## src/rtl/pc_sequencer_pkg.sv

```systemverilog
// Shared definitions for the fetch-stage PC sequencer: FSM state encoding
// and default geometry of the PC datapath.
package pc_sequencer_pkg;

  typedef enum logic [1:0] {
    IDLE     = 2'd0,
    RUN      = 2'd1,
    WAIT_MEM = 2'd2,
    HALT     = 2'd3
  } state_t;

  localparam int             XLEN_DEF     = 64;
  localparam logic [63:0]    PC_LIMIT_DEF = 64'h200;
  localparam int             CNT_W_DEF    = 32;
  localparam int             INSTR_BYTES  = 4;

endpackage

```

## src/rtl/pc_redirect_buf.sv

```systemverilog
// Holding register for a branch redirect that could not be applied because
// instruction memory was busy. A load always overrides an older entry and
// wins over a simultaneous clear.
module pc_redirect_buf #(
  parameter int XLEN = 64
) (
  input  logic            clk,
  input  logic            rst,
  input  logic            load,
  input  logic [XLEN-1:0] load_target,
  input  logic            clear,
  output logic            pend_valid,
  output logic [XLEN-1:0] pend_target
);

  // Pending-redirect register: newest load wins, clear consumes the entry
  always_ff @(posedge clk or negedge rst) begin
    if (!rst) begin
      pend_valid  <= 1'b0;
      pend_target <= '0;
    end else if (load) begin
      pend_valid  <= 1'b1;
      pend_target <= load_target;
    end else if (clear) begin
      pend_valid  <= 1'b0;
    end
  end

endmodule

```

## src/rtl/pc_sequencer.sv

```systemverilog
// Fetch-stage PC sequencer. Chooses hold / +4 / branch-target for the PC
// register each cycle, arbitrating EX redirects, load-use stalls and
// instruction-memory wait states, and halts at the end of the program.
// Outputs are a Mealy decode of the state register and current inputs.
module pc_sequencer
  import pc_sequencer_pkg::*;
#(
  parameter int              XLEN     = XLEN_DEF,
  parameter logic [XLEN-1:0] PC_LIMIT = XLEN'(PC_LIMIT_DEF),
  parameter int              CNT_W    = CNT_W_DEF
) (
  input  logic             clk,
  input  logic             rst,
  input  logic [XLEN-1:0]  pc_cur,
  input  logic             br_taken,
  input  logic [XLEN-1:0]  br_target,
  input  logic             hz_stall,
  input  logic             imem_ready,
  output logic             pc_write,
  output logic             pc_src,
  output logic [XLEN-1:0]  pc_target,
  output logic             if_id_write,
  output logic             if_id_flush,
  output logic             id_ex_flush,
  output logic             halted,
  output logic [CNT_W-1:0] redirect_cnt
);

  // Last address that may still be fetched sequentially is PC_LIMIT-4.
  localparam logic [XLEN-1:0] LAST_SEQ = PC_LIMIT - XLEN'(INSTR_BYTES);

  state_t            state;
  state_t            next_state;
  logic              pend_valid;
  logic [XLEN-1:0]   pend_target;
  logic              buf_load;
  logic              buf_clear;
  logic              cnt_inc;
  logic              redirect_req;
  logic [XLEN-1:0]   redirect_target;

  function automatic logic [CNT_W-1:0] sat_inc(input logic [CNT_W-1:0] v);
    return (&v) ? v : v + 1'b1;
  endfunction

  // A fresh branch always beats the one parked in the holding register.
  assign redirect_req    = br_taken | pend_valid;
  assign redirect_target = br_taken ? br_target : pend_target;

  pc_redirect_buf #(.XLEN(XLEN)) u_redirect_buf (
    .clk         (clk),
    .rst         (rst),
    .load        (buf_load),
    .load_target (br_target),
    .clear       (buf_clear),
    .pend_valid  (pend_valid),
    .pend_target (pend_target)
  );

  // State register; reset lands in IDLE so every output decodes to zero
  always_ff @(posedge clk or negedge rst) begin
    if (!rst) state <= IDLE;
    else      state <= next_state;
  end

  // Committed-redirect counter, sticks at all-ones
  always_ff @(posedge clk or negedge rst) begin
    if (!rst)         redirect_cnt <= '0;
    else if (cnt_inc) redirect_cnt <= sat_inc(redirect_cnt);
  end

  // Next-state and output decode
  always_comb begin
    next_state  = state;
    pc_write    = 1'b0;
    pc_src      = 1'b0;
    pc_target   = '0;
    if_id_write = 1'b0;
    if_id_flush = 1'b0;
    id_ex_flush = 1'b0;
    halted      = 1'b0;
    buf_load    = 1'b0;
    buf_clear   = 1'b0;
    cnt_inc     = 1'b0;

    unique case (state)
      IDLE: next_state = RUN;

      // A late branch while halted is handled exactly like RUN; with no
      // pending entry in HALT it always hits one of the redirect arms.
      RUN, HALT: begin
        if (state == HALT && !br_taken) begin
          halted = 1'b1;
        end else if (redirect_req && imem_ready) begin
          pc_write    = 1'b1;
          pc_src      = 1'b1;
          pc_target   = redirect_target;
          if_id_flush = 1'b1;
          id_ex_flush = 1'b1;
          buf_clear   = 1'b1;
          cnt_inc     = 1'b1;
          next_state  = RUN;
        end else if (br_taken) begin
          if_id_flush = 1'b1;
          id_ex_flush = 1'b1;
          buf_load    = 1'b1;
          next_state  = WAIT_MEM;
        end else if (hz_stall) begin
          id_ex_flush = 1'b1;
        end else if (!imem_ready) begin
          next_state = WAIT_MEM;
        end else if (pc_cur < LAST_SEQ) begin
          pc_write    = 1'b1;
          if_id_write = 1'b1;
        end else begin
          next_state = HALT;
        end
      end

      // Hold fetch; park any branch, the newest overwriting older ones.
      WAIT_MEM: begin
        if (br_taken) begin
          if_id_flush = 1'b1;
          id_ex_flush = 1'b1;
          buf_load    = 1'b1;
        end
        if (imem_ready) next_state = RUN;
      end

      default: next_state = IDLE;
    endcase
  end

endmodule

```

## config.mk

```make
export PLATFORM = sky130hd
export DESIGN_NAME = pc_sequencer
export DESIGN_NICKNAME = d
export VERILOG_FILES = /design/src/rtl/pc_sequencer_pkg.sv /design/src/rtl/pc_redirect_buf.sv /design/src/rtl/pc_sequencer.sv
export SDC_FILE = /design/constraint.sdc
export NUM_CORES = 1
export LEC_CHECK = 0
export ABC_CLOCK_PERIOD_IN_PS = 4300
export CAP_MARGIN = 10
export CORE_AREA = 5 5 138 140
export DETAILED_ROUTE_END_ITERATION = 10
export DIE_AREA = 0 0 143 145
export PLACE_DENSITY = 0.6
export SYNTH_ARGS = -nofsm -noshare
export SYNTH_HDL_FRONTEND = slang
export SYNTH_SLANG_ARGS = --single-unit
```

## constraint.sdc

```tcl
create_clock -name clk -period 4.3 [get_ports clk]
set_input_delay 1.29 -clock clk [delete_from_list [all_inputs] [get_ports clk]]
set_output_delay 1.29 -clock clk [all_outputs]
set_load 0.02 [all_outputs]
```

==> results of run 1 <==
==> metal layers <==
layer  wire length (µm)  share of wire [%]  global-route usage (%)  vias to the layer above
li1                   -                  -                       -                     2144
met1               6240                 39                    17.0                     2144
met2               7680                 49                    26.0                      178
met3               1720                 11                    6.02                       15
met4                170                1.1                    3.94                        0
met5                  0                  0                       0                        -
==> flip-flops by register name, indices dropped and copies added, names as in the netlist <==
signal	flops
redirect_cnt	32
u_redirect_buf.pend_valid	1
state	2
u_redirect_buf.pend_target	64
==> how the worst max path moves through the flow <==
stage | start | endpoint | slack (ps) | cells past startpoint
after floorplan | br_taken | id_ex_flush | 350 | 5
after global placement | pc_cur[48] | if_id_write | -610 | 8
after detailed placement | pc_cur[48] | if_id_write | -510 | 8
after CTS | pc_cur[20] | pc_write | 7 | 8
after global routing | pc_cur[60] | if_id_write | -3 | 8
final | imem_ready | pc_target[63] | 70 | 7
==> worst max-delay path: cells and delay by family <==
| family | cells | cell delay, ps |
|---|---|---|
| AND/OR/NAND/NOR | 2 | 370 |
| AO/OA/AOI/OAI | 1 | 100 |
| buffers and inverters | 4 | 1180 |
==> synthesized netlist by cell type, types with 2 or more instances <==
master	count
dfrtp_1	99
nor2_1	75
mux2i_1	65
mux2_2	64
xnor2_1	22
nand3_1	19
nor4_1	17
nand4_1	14
nand2_1	13
buf_2	10
clkbuf_1	9
and4_1	6
buf_1	6
xor2_1	6
and3_1	5
a21oi_1	4
inv_1	3
nor3_1	3
o21ai_0	3
a31oi_1	2
nand4_2	2
nor4_4	2
o2111ai_1	2
==> per-stage QoR <==
stage	hold WS (ps)	total power [mW]
2_1_floorplan	479	1.76
3_3_place_gp	486	2.22
3_5_place_dp	492	2.25
4_1_cts	501	3.09
5_1_grt	514	3.22
6_report	495	3.04
==> report_power, final <==
part	internal [mW]	total [mW]	switching, mW
clock network	0.523	0.871	0.348
registers	1.13	1.26	0.129
logic	0.483	0.906	0.423
total	2.14	3.04	0.900
==> final cells by class <==
type	count	area [µm²]
Timing Repair Buffer	247	2380
Tap cell	229	287
Fill cell	1639	9550
Multi-Input combinational cell	340	2680
Clock buffer	11	243
Sequential cell	99	2480
Inverter	4	15.0
Clock inverter	4	75.1
==> cell families (layout without fill, tap and decap cells) <==
logic type / count (synthesis) / after routing / share of synthesized area [%]
compound gates: 18 / 18 / 2.38
xor+xnor: 28 / 28 / 4.72
fa+ha+maj: 1 / 1 / 0.241
buf+inv: 29 / 266 / 2.34
flops: 99 / 99 / 47.7
mux: 130 / 130 / 26.6
simple gates: 163 / 163 / 16.0
==> timing repair <==
item	CTS	global route
setup endpoints to repair	68	4
buffers inserted	0	1
pin swaps	5	5
resized for setup	79	15
==> results.yml, run 1 <==
status:
  status: "finished, final reports clean"
grt:
  grt_max_degree: 67
  grt_usage_pct: 15.0
  first_global_vias: 4815
  antenna_found_initial: 0
  grt_pass1_wl_um: 25000
  overflow: 0
final_layout:
  final_cell_mix: "161 x clkdlybuf4s50_1, 99 x dfrtp_1, 75 x nor2_1"
  syn_to_final_growth_pct: 57.1
  final_common_cell: "clkdlybuf4s50_1"
  antenna_cells: 0
  design_area_um2: 8160
  final_core_util_pct: 46.1
  num-nets-final: 835
  layout-drive-gt1-share_pct: 16.7
  fin_cells: 934
clock_tree:
  cts_root_buffer: "clkbuf_16"
  postCtsHoldBufs: 0
  htree_levels: 3
  clk_pin_slew_worst_paths_ps: 60
  clock_path_buffers: 2
  cts_buffers: 9
  clkLatencyLatePin_ps: 350
  cts_tree: "done"
  cts_sinks: 99
drt:
  via_count: 4481
  wire_per_inst_um: 16.9
  vias_per_cell: 4.80
  drc: 0
  drt-pass1-iter-count: 4
  dr.first_iter.drc_count: 88
  antenna_left: 0
  drt_wl_total_um: 15800
sta:
  slew_violations: 0
  finalSetupViolations: 0
  tns_ps: 0
  hold_viol_final: 0
  period_share_pct: 98.4
  fin_skew_ps: 6.29
  timing_worst_slew_pin_value_ps: 879
  max_clock_freq_mhz: 236
  setup_slack_ps: 67.6
  relSlewSlack_pct: 41.4
  period_needed_ps: 4230
setup_path:
  worst_setup_path_end_kind: "output port"
  reg2reg_to: "redirect_cnt[12]"
  crit_fanout: 38
  r2r-start: "redirect_cnt[0]"
  reg2reg_depth: 6
  rrSetupSlack_ps: 2070
  path_class: "input pin to output port"
  cp-start-kind: "input pin"
  cp.required_ps: 3010
  max_stage_delay_ps: 490
  path_cells: "clkdlybuf4s50_1 -> buf_4 -> and2_1 -> o21ai_4 -> buf_12 -> nor2_1 -> clkdlybuf4s15_1"
  cp.arrival_ps: 2940
  slowest_stage: "clkdlybuf4s50_1"
floorplanning:
  core_um2: 17700
  dieHeight_um: 145
  die_w_um: 143
  io_pins: 235
  dieArea_um2: 20700
  num_rows: 49
  initial_core_util_pct: 29.3
hold_path:
  hp-start: "redirect_cnt[31]"
  min_path_cells: 1
  holdPathEnd: "redirect_cnt[31]"
  min_path_type: "register to register"
placement:
  gp_congestion: 0.782
  dp_hpwl_um: 12000
  place_ws_ps: -515
  place_area_um2: 7850
  io_buffers: 232
  dp_cells: 918
synthesis:
  async_flop_share_pct: 100
  synthFlopType: "dfrtp_1"
  synthCells: 468
  synth_edf_count: 0
  syn_avg_cell_area_um2: 11.1
  synth_area_leaders: "dfrtp_1 48%, mux2_2 14%, mux2i_1 13%, nor2_1 5.4%, xnor2_1 3.7%"
  ys_warn_count: 0
  synth_seq_area_share_pct: 47.7
  synthesis.area_um2: 5200
  ys_ff_latch: 99
  synth_top_area_cell: "dfrtp_1"
  synth.distinct_cells: 40
  synth_top_area_share_pct: 47.7
  synth_fp_nets: 602
power_and_ir_drop:
  ir_drop_uv: 169
  p_leak_nw: 3.67
  powerDensity_nw_per_um2: 372
run:
  drv_cap: 0
Power figures use the tool's default switching activity.
==> run 2, diff against run 1 <==
--- a/config.mk
+++ b/config.mk
@@ -10,6 +10,7 @@
 export CORE_AREA = 5 5 138 140
 export DETAILED_ROUTE_END_ITERATION = 10
 export DIE_AREA = 0 0 143 145
+export HOLD_SLACK_MARGIN = 0.12
 export PLACE_DENSITY = 0.6
 export SYNTH_ARGS = -nofsm -noshare
 export SYNTH_HDL_FRONTEND = slang
==> results of run 2 <==
Final layout, timing and power as in run 1 (identical DEF).
==> run 3, diff against run 2 <==
--- a/config.mk
+++ b/config.mk
@@ -5,8 +5,7 @@
 export SDC_FILE = /design/constraint.sdc
 export NUM_CORES = 1
 export LEC_CHECK = 0
-export ABC_CLOCK_PERIOD_IN_PS = 4300
-export CAP_MARGIN = 10
+export ABC_CLOCK_PERIOD_IN_PS = 5000
 export CORE_AREA = 5 5 138 140
 export DETAILED_ROUTE_END_ITERATION = 10
 export DIE_AREA = 0 0 143 145
==> constraint.sdc (replaced) <==
create_clock -name clk -period 5 [get_ports clk]
set_input_delay 1.5 -clock clk [delete_from_list [all_inputs] [get_ports clk]]
set_output_delay 1.5 -clock clk [all_outputs]
set_load 0.02 [all_outputs]
==> results.yml, run 3 (synthesized netlist as in run 1, its figures left out) <==
status:
  status: "finished, final reports clean"
floorplanning:
  io_pins: 235
  core_um2: 17700
  num_rows: 49
  dieArea_um2: 20700
  dieHeight_um: 145
  initial_core_util_pct: 29.3
  die_w_um: 143
final_layout:
  num-nets-final: 832
  final_cell_mix: "217 x clkdlybuf4s50_1, 99 x dfrtp_1, 75 x nor2_1"
  regMostFlops: "u_redirect_buf.pend_target"
  largest_register_ffs: 64
  final_common_cell: "clkdlybuf4s50_1"
  regArea_um2: 2480
  layout-drive-gt1-share_pct: 14.7
  antenna_cells: 0
  multi_input_area_um2: 2630
  final_core_util_pct: 46.2
  top_regs: "u_redirect_buf.pend_target: 64 flops, redirect_cnt: 32 flops, state: 2 flops"
  syn_to_final_growth_pct: 57.6
  fillers: 1649
drt:
  vias_per_cell: 4.78
  drt_wl_total_um: 15700
  via_count: 4442
  antenna_left: 0
  dr.first_iter.drc_count: 126
  wire_per_inst_um: 16.9
  drc: 0
  drt-pass1-iter-count: 4
clock_tree:
  post-cts-setup-buffers: 0
  cts_buffers: 9
  clk_pin_slew_worst_paths_ps: 60
  postCtsHoldBufs: 0
  cts_sinks: 99
  clkLatencyLatePin_ps: 340
  htree_levels: 3
  cts_tree: "done"
  cts_root_buffer: "clkbuf_16"
  clock_path_buffers: 2
hold_path:
  hp-start: "redirect_cnt[31]"
  min_path_cells: 1
  holdPathEnd: "redirect_cnt[31]"
  min_path_type: "register to register"
setup_path:
  r2r-start: "redirect_cnt[0]"
  reg2reg_to: "redirect_cnt[12]"
  path_cells: "clkdlybuf4s50_1 -> buf_4 -> and2_1 -> o21ai_4 -> buf_12 -> nor2_1 -> clkdlybuf4s50_1"
  critical_path.most_common_cell: "clkdlybuf4s50_1"
  path_class: "input pin to output port"
  worst_setup_path_end_kind: "output port"
  crit_fanout: 38
  rrSetupSlack_ps: 2810
  max_stage_delay_ps: 620
  path_delay_family: "buffers and inverters"
  cp.arrival_ps: 3400
  reg2reg_depth: 6
  cp.required_ps: 3500
  path_buf_inv: 4
  slowest_stage: "clkdlybuf4s50_1"
  cp-start-kind: "input pin"
grt:
  first_global_vias: 4800
  grt_pass1_wl_um: 24900
  grt_usage_pct: 15.0
  antenna_found_initial: 0
  overflow: 0
  grt_max_degree: 67
run:
  drv_cap: 0
sta:
  timing.hold.ws_ps: 496
  hold_viol_final: 0
  max_clock_freq_mhz: 204
  rsz0062_at_grt: "false"
  timing_worst_slew_pin_value_ps: 879
  slew_violations: 0
  period_share_pct: 98.0
  finalSetupViolations: 0
  fin_skew_ps: 6.59
  period_needed_ps: 4900
  tns_ps: 0
  relSlewSlack_pct: 41.4
placement:
  gp_congestion: 0.784
  io_buffers: 232
  dp_hpwl_um: 11900
power_and_ir_drop:
  p_leak_nw: 3.56
  powerDensity_nw_per_um2: 324
  ir_drop_uv: 196
-- run 3: cell count changes in the layout (fill, tap and decap cells not counted), sizes merged --
cell	change
clkdlybuf4s15	-3
dlygate4sd2	-61
clkdlybuf4s50	+56
buf	-5
clkbuf	+1
clkinvlp	-2
dlymetal6s2s	+10
-- run 3: where the power goes --
part	total, mW	internal, mW	switching [mW]	leakage [nW]
registers	1.08	0.971	0.111	1.21
logic	0.815	0.453	0.362	2.20
clock network	0.752	0.461	0.292	0.155
total	2.65	1.89	0.765	3.56
-- run 3: worst max path at each step --
stage	startpoint	end	cells past startpoint
final	imem_ready	pc_target[43]	7
after floorplan	br_taken	id_ex_flush	5
after global placement	pc_cur[48]	if_id_write	7
after detailed placement	pc_cur[48]	if_id_write	7
after CTS	imem_ready	pc_target[1]	7
after global routing	imem_ready	pc_target[48]	7
-- run 3: cell type report --
type	count	area share (%)
clock buffers	12	3.13
clock inverters	2	0.733
inverters	4	0.183
multi-input cells	340	32.1
flip-flops and latches	99	30.2
well taps	229	3.50
repair buffers	244	30.1
-- run 3: repair_timing --
item,4_1_cts,5_1_grt
setup endpoints to repair,2,13
resized for setup,4,14
pin swaps,0,0
-- run 3: layer usage --
metal	up-vias	global-route usage [%]	wire length, µm
met2	181	25.1	7450
li1	2136	-	-
met5	-	0	0
met4	0	5.28	308
met1	2106	17.5	6280
met3	19	5.56	1690
-- run 3: worst register-to-register path: stages (launching register included) --
cell,delay [ps]
dfrtp_1,420
ha_1,200
and4_1,400
nand2_1,90
a211oi_1,620
nand4_1,200
xnor2_1,160
-- run 3: metrics by stage --
stage,area (µm²),power (mW),std cells,worst slack [ps]
2_1_floorplan,5200,1.52,468,626
3_3_place_gp,7840,1.90,916,-298
3_5_place_dp,7840,1.93,916,-282
4_1_cts,8160,2.70,930,43.9
5_1_grt,8190,2.81,930,2.23
6_report,8190,2.65,930,98.8
